==> config.mk <==
export PLATFORM = sky130hd
export DESIGN_NAME = s_mem_phase_scheduler
export DESIGN_NICKNAME = d
export VERILOG_FILES = /design/src/rtl/s_mem_phase_scheduler.sv
export SDC_FILE = /design/constraint.sdc
export NUM_CORES = 1
export LEC_CHECK = 0
export CAP_MARGIN = 20
export CORE_ASPECT_RATIO = 1.4
export CORE_MARGIN = 2
export CORE_UTILIZATION = 29
export DETAILED_ROUTE_END_ITERATION = 7
export GPL_TIMING_DRIVEN = 0
export PLACE_DENSITY = 0.85
export REMOVE_ABC_BUFFERS = 1
export SLEW_MARGIN = 30
export SYNTH_ARGS = -nofsm -noshare
export SYNTH_HDL_FRONTEND = slang
export SYNTH_SLANG_ARGS = --single-unit
export TNS_END_PERCENT = 5
==> constraint.sdc <==
create_clock -name CLOCK_50 -period 1.4 [get_ports CLOCK_50]
set_input_delay 0.14 -clock CLOCK_50 [delete_from_list [all_inputs] [get_ports CLOCK_50]]
set_output_delay 0.14 -clock CLOCK_50 [all_outputs]
set_load 0.01 [all_outputs]
==> src/rtl/s_mem_phase_scheduler.sv <==
// rtl/s_mem_phase_scheduler.sv - sequences init/shuffle/decrypt requesters onto one S-memory port
// Optional PHASE_WATCHDOG_EN adds a per-phase cycle watchdog and the ERROR state.
module s_mem_phase_scheduler #(
  parameter int WD_LIMIT = 1023
) (
  input  logic       CLOCK_50,
  input  logic       reset,
  input  logic       start,
  input  logic       key_changed,
  output logic       go_init,
  output logic       go_shuf,
  output logic       go_dec,
  input  logic       done_init,
  input  logic       done_shuf,
  input  logic       done_dec,
  input  logic [7:0] init_addr,
  input  logic [7:0] shuf_addr,
  input  logic [7:0] dec_addr,
  input  logic [7:0] init_wdata,
  input  logic [7:0] shuf_wdata,
  input  logic [7:0] dec_wdata,
  input  logic       init_wren,
  input  logic       shuf_wren,
  input  logic       dec_wren,
  output logic [7:0] mem_addr,
  output logic [7:0] mem_wdata,
  output logic       mem_wren,
  output logic [2:0] phase,
  output logic       busy,
  output logic       all_done,
  output logic       wd_error
);

  typedef enum logic [2:0] {
    S_IDLE  = 3'd0,
    S_INIT  = 3'd1,
    S_SHUF  = 3'd2,
    S_DEC   = 3'd3,
    S_FINAL = 3'd4,
    S_FLUSH = 3'd5,
    S_ERROR = 3'd6
  } state_t;

  state_t state, next_state;
  logic   in_phase;
  logic   entering;
  logic   wd_expired;

  assign in_phase = (state == S_INIT) || (state == S_SHUF) || (state == S_DEC);
  assign entering = (next_state != state) &&
                    ((next_state == S_INIT) || (next_state == S_SHUF) || (next_state == S_DEC));

`ifdef PHASE_WATCHDOG_EN
  logic [9:0] wd_cnt;

  always_ff @(posedge CLOCK_50 or posedge reset) begin
    if (reset)
      wd_cnt <= 10'd0;
    else if (entering)
      wd_cnt <= 10'd0;
    else if (in_phase)
      wd_cnt <= wd_cnt + 10'd1;
  end

  // wd_cnt is 0 in the first phase cycle, so expiry lands after exactly WD_LIMIT cycles
  assign wd_expired = in_phase && (wd_cnt == 10'(WD_LIMIT - 1));
`else
  logic unused_wd_limit;
  assign unused_wd_limit = (WD_LIMIT != 0);
  assign wd_expired      = 1'b0;
`endif

  always_ff @(posedge CLOCK_50 or posedge reset) begin
    if (reset)
      state <= S_IDLE;
    else
      state <= next_state;
  end

  // key_changed outranks done and watchdog expiry
  always_comb begin
    next_state = state;
    case (state)
      S_IDLE:  if (start) next_state = S_INIT;
      S_INIT: begin
        if (key_changed)     next_state = S_FLUSH;
        else if (done_init)  next_state = S_SHUF;
        else if (wd_expired) next_state = S_ERROR;
      end
      S_SHUF: begin
        if (key_changed)     next_state = S_FLUSH;
        else if (done_shuf)  next_state = S_DEC;
        else if (wd_expired) next_state = S_ERROR;
      end
      S_DEC: begin
        if (key_changed)     next_state = S_FLUSH;
        else if (done_dec)   next_state = S_FINAL;
        else if (wd_expired) next_state = S_ERROR;
      end
      S_FINAL: begin
        if (key_changed) next_state = S_FLUSH;
        else if (start)  next_state = S_INIT;
      end
      S_FLUSH: next_state = S_INIT;
`ifdef PHASE_WATCHDOG_EN
      S_ERROR: if (start) next_state = S_INIT;
`endif
      default: next_state = S_IDLE;
    endcase
  end

  always_ff @(posedge CLOCK_50 or posedge reset) begin
    if (reset) begin
      go_init <= 1'b0;
      go_shuf <= 1'b0;
      go_dec  <= 1'b0;
    end else begin
      go_init <= entering && (next_state == S_INIT);
      go_shuf <= entering && (next_state == S_SHUF);
      go_dec  <= entering && (next_state == S_DEC);
    end
  end

  always_comb begin
    phase     = state;
    busy      = in_phase || (state == S_FLUSH);
    all_done  = (state == S_FINAL);
`ifdef PHASE_WATCHDOG_EN
    wd_error  = (state == S_ERROR);
`else
    wd_error  = 1'b0;
`endif
    mem_addr  = 8'd0;
    mem_wdata = 8'd0;
    mem_wren  = 1'b0;
    case (state)
      S_INIT: begin
        mem_addr  = init_addr;
        mem_wdata = init_wdata;
        mem_wren  = init_wren;
      end
      S_SHUF: begin
        mem_addr  = shuf_addr;
        mem_wdata = shuf_wdata;
        mem_wren  = shuf_wren;
      end
      S_DEC: begin
        mem_addr  = dec_addr;
        mem_wdata = dec_wdata;
        mem_wren  = dec_wren;
      end
      default: ;
    endcase
  end

endmodule

==> qor.yml, run 1 <==
placed_design:
  placedCellCount: 206
  hpwl_mm: 2.257
  portBuffers: 82
  gp_congestion: 0.7824
min_path:
  hold_class: "in -> async"
detailed_routing:
  firstDrtPassIters: 4
  avgRoutedWirePerCell_um: 16.43
  ant_nets: 0
  avgViaCountPerCell: 5.265
  drc_errors: 0
  wl_mm: 3.599
  drt_iter0_markers: 22
  vias: 1153
worst_setup_path:
  path_max_fanout: 11
  cp.arrival_ps: 1580
  worstSetupStartpointType: "register"
  critPathRequiredTime_ps: 1260
  end_kind: "output port"
  critPathKind: "reg -> out"
sta:
  setup_viol: 21
  timing.final.crit_share_pct: 123.0
  rsz0062_at_grt: "true"
  maxSlewViolCount: 0
  finalClockSkew_ps: 4.115
  fmax_mhz: 580.9
  finalCriticalPeriod_ps: 1722
  tns_ps: -5421
  setup_slack_ps: -321.6
  hold_viol: 0
pwr:
  p_per_area_nw_per_um2: 1545
  p_leak_nw: 0.7479
  vdd.ir_drop.worst_v: 0.0008138
synth:
  synth_top_area_share_pct: 23.91
  seq_area_frac_synth_pct: 18.75
  syn_inst: 99
  yosysUniqueCellTypes: 28
  ys_seq_elements: 6
  avgSynthCellArea_um2: 8.089
  async_flop_share_pct: 100.0
  yosysWarningCount: 0
  ys_top_cells_by_area: "mux2_2, dfrtp_1, a22oi_1"
  synth_flop_cell: "dfrtp_1"
  yosys-top-cells-count: "nor2_1, a22oi_1, mux2_2"
  yosys.area.top_type: "mux2_2"
  synth_edf_count: 0
  yosysMostFrequentCell: "nor2_1"
  syn_area_um2: 800.8
clock_tree:
  cts_hold_buf: 0
  cts_tree: "built"
  clock_latency_ps: 250
  clockBufferDepth: 2
  numCtsBuffers: 3
  clkTransAtPathRegs_ps: 50
  cts_root_buffer: "clkbuf_4"
  htree_levels: 1
  cts.sinks: 6
cells_and_area:
  final-seq-area_um2: 161.4
  drive_above_1_share_pct: 42.62
  fillers: 207
  areaGrowthSynthToFinish_pct: 124.8
  nets: 243
  diodes: 0
  stdcell_count: 219
  multiInputGateArea_um2: 686.9
  utilization_pct: 68.85
global_routing:
  grt_max_degree: 16
  grt_use_total_pct: 24.05
  grt-ovfl-total: 0
  grtUsageMet1_pct: 24.07
  grt_pass1_vias: 1257
  grt-busiest-layer: "met2"
  use_met3_pct: 4.751
  antenna_found_initial: 0
  grt_pass1_wl_mm: 5.940
  grt_use_met2_pct: 48.96
floorplan:
  die_h_um: 66.18
  row_count: 22
  die_w_um: 48.41
  coreArea_um2: 2615
  start_util_pct: 30.62
  dieArea_um2: 3204
  ios: 84
status:
  status: "complete, but fails checks"
  violations: "negative setup slack"
flow_run:
  maxCapViolCount: 0
[metrics by stage]
step	power [mW]	hold slack [ps]	worst slack (ps)	cell area, um^2
after floorplan	1.252	-69.04	-701.2	719.4
final	2.782	132.3	-321.6	1800
after global routing	2.961	147.3	-372.9	1800
after global placement	2.125	363.4	-1667	1585
after detailed placement	2.167	386.8	-1432	1588
after CTS	2.655	129.4	-317.2	1749
[kinds of logic after synthesis]
kind of cell           share of synthesized area [%]
buffers and inverters                          12.03
AOI/OAI and AO/OA                              24.69
muxes                                          23.91
DFF                                            18.75
other                                         0.4683
and+or+nand+nor                                20.16
[critical path: stages (launching register included)]
cell and delay, ps:
dfrtp_4 530, buf_12 170, nor2b_4 130, buf_12 140, a22oi_2 150, nor2_1 60
buf_2 140
[state kept, by name (all words and copies together), names as in the netlist]
register and count:
phase 3, go_shuf 1, go_init 1, go_dec 1
[cells in the final DEF (no fill, tap or decap), types with 4 or more instances in the layout]
| cell type | n |
|---|---|
| clkdlybuf4s50_1 | 60 |
| nor2_1 | 19 |
| buf_2 | 18 |
| mux2_2 | 17 |
| a22oi_2 | 17 |
| inv_1 | 4 |
| dlygate4sd2_1 | 4 |
| buf_4 | 4 |
[layout make-up]
| class | count | share of cell area (%) |
|---|---|---|
| clock buffers | 3 | 1.251 |
| inverters | 4 | 0.8339 |
| multi-input cells | 78 | 38.15 |
| flip-flops and latches | 6 | 8.965 |
| well taps | 36 | 2.502 |
| repair buffers | 92 | 48.30 |
[layer usage]
metal	part of all wire (%)	vias up
met2	57	75
met4	1.3	0
met3	9.3	6
met5	0	-
li1	-	529
met1	32	543
[what timing repair did]
| item | CTS | global route |
|---|---|---|
| pin swaps | 14 | 11 |
| setup endpoints to repair | 28 | 22 |
| setup buffers | 9 | 0 |
| cloned | 1 | 0 |
| gates resized for setup | 103 | 12 |
[path summary, 6_finish.rpt]
path / depth (start not counted) / from / endpoint / slack, ps
setup / recovery: 6 / phase[0] / mem_wdata[3] / -320
hold / removal: 2 / reset / go_shuf / 130
setup reg to reg: 5 / phase[0] / go_init / -90
hold reg to reg: 2 / phase[1] / phase[2] / 750
max in group asynchronous: 2 / reset / phase[0] / 1050
min in group CLOCK_50: 3 / start / phase[2] / 640
[report_power, final]
part,internal (mW),leakage (nW),switching (mW)
clock network,0.0975,0.0138,0.0697
registers,0.256,0.0725,0.125
logic,1.19,0.662,1.05
total,1.54,0.748,1.24
Power figures use the tool's default switching activity.
==> run 2, diff against run 1 <==
--- a/config.mk
+++ b/config.mk
@@ -10,4 +10,5 @@
 export CORE_MARGIN = 2
 export CORE_UTILIZATION = 29
+export CTS_CLUSTER_SIZE = 30
 export DETAILED_ROUTE_END_ITERATION = 7
 export GPL_TIMING_DRIVEN = 0
==> constraint.sdc (replaced) <==
create_clock -name CLOCK_50 -period 1.4 [get_ports CLOCK_50]
set_input_delay 0.14 -clock CLOCK_50 [delete_from_list [all_inputs] [get_ports CLOCK_50]]
set_output_delay 0.14 -clock CLOCK_50 [all_outputs]
set_load 0.1 [all_outputs]
==> run 2 against run 1 <==
Against the previous run: the flow still finishes with violations (negative setup slack); final cell count is 0.46% lower; sequential share of layout area is 0.50 points lower; sequential power is 8.1% higher; critical path depth is 1 lower.
==> qor.yml, run 2 (synthesis gave the netlist of run 1 again) <==
global_routing:
  grt-ovfl-total: 0
  grt_pass1_vias: 1223
  grt_pass1_wl_mm: 5.699
  antenna_found_initial: 0
  grt_max_degree: 26
  grt_use_total_pct: 23.07
placed_design:
  gp_congestion: 0.7824
  hpwl_mm: 2.257
  dpl_worst_slack_ps: -2030
  portBuffers: 82
sta:
  setup_viol: 24
  tightest_slew_ps: 551.6
  timing.final.crit_share_pct: 129.9
  fmax_mhz: 549.7
  setup_slack_ps: -419.0
  hold_viol: 0
  rsz0062_at_grt: "true"
  tns_ps: -6995
  slew_headroom_pct: 63.40
  finalCriticalPeriod_ps: 1819
  finalClockSkew_ps: 2.330
  maxSlewViolCount: 0
pwr:
  clkPwrFrac_pct: 3.4
  vdd.ir_drop.worst_v: 0.001671
  power_mw: 5.186
  switching_power_mw: 3.320
  intPower_mw: 1.867
  p_leak_nw: 0.7659
  p_per_area_nw_per_um2: 2720
  seq_power_share_pct: 7.9
  swShare_pct: 64.01
  combPwrFrac_pct: 88.7
detailed_routing:
  drc_errors: 0
  drt_iter0_markers: 32
  wl_mm: 3.578
  avgRoutedWirePerCell_um: 16.41
  avgViaCountPerCell: 5.206
  firstDrtPassIters: 4
  ant_nets: 0
  vias: 1135
clock_tree:
  cts_hold_buf: 0
  htree_levels: 1
  numCtsBuffers: 3
  clockBufferDepth: 2
  clock_latency_ps: 250
  clkTransAtPathRegs_ps: 50
  cts_root_buffer: "clkbuf_4"
  cts.sinks: 6
  cts_tree: "built"
cells_and_area:
  largest_reg_flops: 3
  final_common_cell: "clkdlybuf4s50_1"
  nets: 242
  final-seq-area_um2: 161.4
  fillers: 184
  drive_above_1_share_pct: 45.60
  diodes: 0
  areaGrowthSynthToFinish_pct: 138.1
  mostFrequentLayoutCells: "clkdlybuf4s50_1, mux2_2, buf_6"
  multiInputGateArea_um2: 658.1
worst_setup_path:
  cp-startpoint: "phase[0]"
  r2r_start: "phase[1]"
  worstSetupStartpointType: "register"
  path_max_fanout: 8
  critPathKind: "reg -> out"
  r2r_slack_ps: -140
  critPathRequiredTime_ps: 1260
  cp.arrival_ps: 1680
  ff2ff_path_depth: 5
  end_kind: "output port"
  worst_r2r_endpoint: "go_dec"
floorplan:
  ios: 84
  die_h_um: 66.18
  row_count: 22
  dieArea_um2: 3204
  coreArea_um2: 2615
  die_w_um: 48.41
  start_util_pct: 30.62
flow_run:
  maxCapViolCount: 0
status:
  violations: "negative setup slack"
  status: "complete, but fails checks"
min_path:
  hold_class: "in -> async"
run 2: changes by cell type in the layout (fill, tap and decap cells not counted), moves of 4 or more:
cell,delta
buf_2,-16
buf_6,+15
buf_12,+6
nor2_2,+6
nor2_1,-5
dlygate4sd2_1,-4
run 2: critical path, stage by stage, from the launching register on:
cell     delay, ps
dfrtp_4        460
buf_6          160
mux2_2         340
a22oi_1        200
nor2_1          70
buf_6          200
run 2: timing repair:
item | in CTS | in global routing
pin swaps | 6 | 2
endpoints found under the setup margin | 31 | 26
gates resized for setup | 181 | 25
buffers inserted | 9 | 0
run 2: power by group through the flow:
| stage | clock [mW] | combinational (mW) | sequential, mW |
|---|---|---|---|
| after floorplan | 0 | 2.43 | 0.860 |
| after global placement | 0 | 3.65 | 0.508 |
| after detailed placement | 0 | 3.69 | 0.509 |
| after CTS | 0.157 | 4.36 | 0.395 |
| after global routing | 0.185 | 4.76 | 0.430 |
| final | 0.175 | 4.60 | 0.412 |
run 2: how the worst max path moves through the flow:
stage,end,slack [ps],cells past startpoint
2_1_floorplan,go_init,-2620,4
3_3_place_gp,mem_addr[0],-2270,4
6_report,mem_addr[6],-420,5
3_5_place_dp,mem_addr[2],-2030,4
5_1_grt,mem_addr[6],-480,5
4_1_cts,mem_addr[7],-350,6
run 2: per-stage QoR:
| stage | hold slack [ps] | area (um^2) | std cells | util (%) |
|---|---|---|---|---|
| finish | 125.2 | 1907 | 218 | 72.92 |
| global route | 134.0 | 1907 | 218 | 72.92 |
| CTS | 129.4 | 1814 | 218 | 69.38 |
| detailed placement | 386.8 | 1588 | 206 | 60.72 |
| global placement | 363.4 | 1585 | 206 | 60.62 |
| floorplan | -69.04 | 719.4 | 88 | - |
run 2: metal layers:
layer / part of all wire [%] / vias up / track usage, %
li1: - / 524 / -
met1: 34 / 539 / 22.79
met2: 57 / 63 / 45.66
met3: 7.6 / 9 / 6.335
met4: 1.6 / 0 / 8.214
met5: 0 / - / 0
run 2: layout make-up:
| cell class | count | area share [%] |
|---|---|---|
| multi-input combinational | 78 | 34.51 |
| timing repair buffer | 91 | 52.69 |
| inverter | 4 | 0.7874 |
| tap | 36 | 2.362 |
| clock buffer | 3 | 1.181 |
| sequential | 6 | 8.465 |
==> edit 1 (config.mk and constraints of run 1) <==
Register the input `init_wdata` before use. The logic sees it one clock later. The other inputs are not delayed to match.
--- a/src/rtl/s_mem_phase_scheduler.sv
+++ b/src/rtl/s_mem_phase_scheduler.sv
@@ -40,6 +40,12 @@
     S_FLUSH = 3'd5,
     S_ERROR = 3'd6
   } state_t;
+
+  logic [7:0] init_wdata_q;
+
+  always_ff @(posedge CLOCK_50) begin
+    init_wdata_q <= init_wdata;
+  end
 
   state_t state, next_state;
   logic   in_phase;
@@ -136,7 +142,7 @@
     case (state)
       S_INIT: begin
         mem_addr  = init_addr;
-        mem_wdata = init_wdata;
+        mem_wdata = init_wdata_q;
         mem_wren  = init_wren;
       end
       S_SHUF: begin
Formal check against the unedited RTL: not equivalent (a bounded check fails within 4 cycles, from zero or initial values and one cycle with reset high).
==> edit 1 against run 1 <==
The flow still finishes with violations (negative setup slack). Die area rose by 32%. Power fell by 1.1%. Via count rose by 0.95%. Wire length fell by 3.3%. Sequential cell count rose by 8. Worst setup slack got worse by 33 ps. Clock power rose by 98%. Synthesized area rose by 35%. Cell area rose by 12%. First-iteration DRC count rose by 95%. Largest cell class unchanged.
==> edit 1: results <==
worst_setup_path:
  ff2ff_path_depth: 5
  r2r_end: "phase[0]"
  rrSetupSlack_ps: 10
  cp_max_fo: 5
  critical_path_arrival_ps: 1610
synth:
  synthAdderAreaFrac_pct: 0
  synth.distinct_cells: 31
  synth.area.mux_share_pct: 21.5
  yosys-top-cells-area: "mux2_4 (15%), dfxtp_1 (15%), dfrtp_1 (14%)"
  synthArstFlopShare_pct: 42.9
  synth_ff_type: "dfxtp_1"
  yosys_warnings: 0
  synth_compound_area_share_pct: 23.8
  synth_cells: 111
  synth-seq-area-share_pct: 28.7
  yosys.area_share.xor_xnor_pct: 0
  synth_common_cells: "nor2_1 (20), a22oi_2 (11), mux2_4 (11), dfxtp_1 (8)"
detailed_routing:
  drtIter0Drc: 43
  routed_via_density: 4.83
  wl_um: 3480
  vias: 1164
layout:
  finalInstanceArea_um2: 2020
  largest_reg_flops: 8
  fillers: 341
  drive_gt1_share_pct: 38.7
  nets: 258
grt:
  globalRouteTotalUtil_pct: 16.4
  grt_max_degree: 29
  grt_pass1_wl_um: 5530
sta:
  layout_setup_ws_ps: -354
  setup-violations-final: 18
  tns_ps: -5550
  skew_ps: 0.519
placement:
  placed_area_um2: 1870
  place_hpwl_um: 2190
  dp_slack_ps: -1100
  gp_congestion: 0.650
  place_inst: 223
clocking:
  root_buffer: "clkbuf_8"
  clkLatencyLatePin_ps: 240
  htreeDepth: 1
status:
  outcome: "finished with violations"
  failed_checks: "negative setup slack"
power:
  internal-power_mw: 1.67
  ir_worst_vdd_mv: 1.02
  cellLeakagePower_nw: 0.874
==> edit 1: final cells by class <==
type | count | area share [%]
tap | 42 | 2.61
clock buffer | 4 | 2.23
sequential | 14 | 16.0
multi-input combinational | 84 | 35.4
timing repair buffer | 96 | 43.6
inverter | 1 | 0.186
==> edit 1: cells by family after synthesis <==
family                 after synthesis
other                                1
AO/OA/AOI/OAI                       28
buffers and inverters               13
multiplexers                        17
AND/OR/NAND/NOR                     38
flip-flops                          14
==> edit 1: layer usage <==
layer | part of all wire (%) | vias up | routed length [um] | track usage (%)
met2 | 54 | 49 | 1870 | 30.6
met4 | 0.55 | 0 | 19 | 5.61
met1 | 39 | 542 | 1360 | 18.2
met3 | 6.5 | 2 | 227 | 3.06
met5 | 0 | - | 0 | 0
li1 | - | 571 | - | -
==> edit 1: worst max-delay path by stage <==
| stage | start | endpoint |
|---|---|---|
| 4_1_cts | phase[1] | mem_addr[2] |
| 2_1_floorplan | phase[1] | mem_addr[7] |
| 3_3_place_gp | phase[1] | mem_wren |
| 6_report | phase[1] | mem_addr[1] |
| 3_5_place_dp | phase[1] | mem_wdata[0] |
| 5_1_grt | phase[1] | mem_addr[3] |
==> edit 1: critical path, stage by stage, from the launching register on <==
cell	delay, ps
dfrtp_4	490
buf_6	150
buf_12	130
mux2_4	290
a22oi_2	120
nor2_1	60
buf_2	150
==> edit 1: through the flow <==
| step | hold WS, ps | total power, mW |
|---|---|---|
| final | 112 | 2.75 |
| after global routing | 133 | 2.96 |
| after CTS | 104 | 2.73 |
| after detailed placement | 368 | 2.31 |
| after global placement | 371 | 2.29 |
| after floorplan | -69.0 | 1.43 |
==> edit 1: what timing repair did <==
action                     4_1_cts  5_1_grt
setup endpoints to repair       26       21
pin swaps                        1        1
hold endpoints to repair         0        0
setup buffers                   14        0
gates resized for setup         94        8
==> edit 1: power by group through the flow <==
stage	Combinational, mW	Clock (mW)	Sequential [mW]
after global routing	1.92	0.370	0.662
after detailed placement	1.49	0	0.816
after floorplan	0.698	0	0.729
after global placement	1.49	0	0.804
final	1.78	0.331	0.640
after CTS	1.75	0.345	0.641
==> edit 2 (config.mk and constraints of run 1) <==
Made on the original files. Add a define of `PHASE_WATCHDOG_EN`.
--- a/src/rtl/s_mem_phase_scheduler.sv
+++ b/src/rtl/s_mem_phase_scheduler.sv
@@ -1,5 +1,7 @@
 // rtl/s_mem_phase_scheduler.sv - sequences init/shuffle/decrypt requesters onto one S-memory port
 // Optional PHASE_WATCHDOG_EN adds a per-phase cycle watchdog and the ERROR state.
+`define PHASE_WATCHDOG_EN
+
 module s_mem_phase_scheduler #(
   parameter int WD_LIMIT = 1023
 ) (
Check against the original RTL: same outputs for any inputs over 10 cycles, from zero or initial values and one cycle with reset high; that may be too few to reach the edited logic, so the function may still have changed.
==> edit 2 against run 1 <==
The run still ends with negative setup slack left. Critical path type unchanged. Cell area grew 50%. Sequential power grew 97%. Worst setup slack lost 2.7 ps. Sequential cell count grew 10. Power grew 46%. Synthesized area grew 82%. Sequential share of layout area grew 6.2 points. Wire length grew 53%. Global-route usage shrank 4.7 points.
==> edit 2: results <==
clocking:
  htreeDepth: 1
  clk_pin_slew_worst_paths_ps: 60
  cts_made_buffers: 3
  root_buffer: "clkbuf_8"
  clkLatencyLatePin_ps: 250
  cts_buffer_depth: 2
grt:
  grt_max_degree: 21
  globalRouteTotalUtil_pct: 19.3
  antenna_found_initial: 0
  grt_pass1_wl_um: 8660
placement:
  place_hpwl_um: 3250
  place_inst: 321
  dp_slack_ps: -1210
  gp_congestion: 0.781
  port_buffers: 83
  placed_area_um2: 2280
worst_setup_path:
  crit_path_end: "mem_addr[0]"
  cp_max_fo: 8
  rrSetupSlack_ps: -290
  critical_path_arrival_ps: 1580
  ff2ff_path_depth: 6
  crit_type: "register to primary output"
  r2r_end: "go_init"
  reg2reg_from: "phase[1]"
layout:
  largest_reg_flops: 10
  drive_gt1_share_pct: 30.7
  n_antenna_cell: 0
power:
  ir_worst_vdd_mv: 0.689
  cellLeakagePower_nw: 1.14
sta:
  tightest_slew_ps: 610
  skew_ps: 2.95
  tns_ps: -8280
  setup-violations-final: 36
  layout_setup_ws_ps: -324
synth:
  synth-seq-area-share_pct: 27.5
  synth.distinct_cells: 40
  synth.avg_cell_area_um2: 7.73
  synth_common_cells: "nor2_1 (39), a21oi_1 (23), mux2i_1 (17), dfrtp_1 (16)"
  yosys-top-cells-area: "dfrtp_1 (28%), mux2i_1 (12%), nor2_1 (10%)"
detailed_routing:
  wire_per_inst_um: 15.5
  vias: 1855
  routed_via_density: 5.24
  drtIter0Drc: 48
  first_pass_iters: 4
status:
  outcome: "finished with violations"
  failed_checks: "negative setup slack"
-- edit 2: cell types whose count changed in the layout (fill, tap and decap cells not counted), moves of 7 or more --
cell | before | now
dfrtp_1 | 3 | 13
buf_4 | 4 | 18
mux2_2 | 17 | 0
a21oi_2 | 2 | 10
a21oi_1 | 2 | 13
nor2_1 | 19 | 37
a22oi_2 | 17 | 0
a31oi_1 | 0 | 11
nand2_1 | 2 | 9
mux2i_1 | 0 | 14
xor2_1 | 0 | 8
-- edit 2: worst max-delay path: stages (launching register included) --
cell     delay (ps)
dfrtp_4         570
buf_6           170
mux2i_2         200
nor2_1           90
a21oi_2         120
nor2_1           50
buf_2           130
-- edit 2: timing repair --
item | 4_1_cts | 5_1_grt
resized for setup | 125 | 6
cloned | 3 | 0
pin swaps | 18 | 8
buffers inserted | 23 | 3
setup endpoints to repair | 39 | 38
-- edit 2: cell type report --
class,count,area [um^2]
flip-flops and latches,16,409
well taps,64,80.1
clock buffers,4,55.1
repair buffers,110,1020
multi-input cells,152,1110
fillers,408,2140
inverters,8,32.5
-- edit 2: kinds of logic (layout without fill, tap and decap cells) --
family,count (synthesis),count (layout),share of synthesized area (%)
adders and majority gates,2,2,1.72
xor gates and xnor gates,9,9,5.42
muxes,17,17,11.7
and+or+nand+nor,72,73,23.8
buffers and inverters,22,122,8.18
AOI/OAI and AO/OA,50,51,21.6
DFF,16,16,27.5
-- edit 2: worst min path at each step --
| stage | endpoint | startpoint | slack (ps) | cells past startpoint |
|---|---|---|---|---|
| after global placement | go_dec | reset | 540 | 2 |
| after global routing | go_dec | reset | 340 | 2 |
| final | wd_cnt[4] | reset | 250 | 2 |
| after detailed placement | wd_cnt[4] | reset | 540 | 2 |
| after floorplan | go_dec | reset | 50 | 1 |
| after CTS | wd_cnt[4] | reset | 270 | 2 |
-- edit 2: routing by layer --
metal	share of wire (%)	track usage [%]	vias to the layer above
met2	53	36.2	114
met4	1.9	7.11	0
met3	7.3	3.73	16
li1	-	-	869
met5	0	0	-
met1	38	21.4	856
-- edit 2: metrics by stage --
step	power, mW	hold slack (ps)
floorplan	1.89	53.7
global placement	2.87	538
detailed placement	2.90	541
CTS	3.92	274
global route	4.30	344
finish	4.07	253
-- edit 2: report_power, final --
part | leakage, nW | internal [mW] | switching [mW]
clock network | 0.0288 | 0.250 | 0.164
registers | 0.210 | 0.573 | 0.176
logic | 0.901 | 1.43 | 1.47
total | 1.14 | 2.25 | 1.81
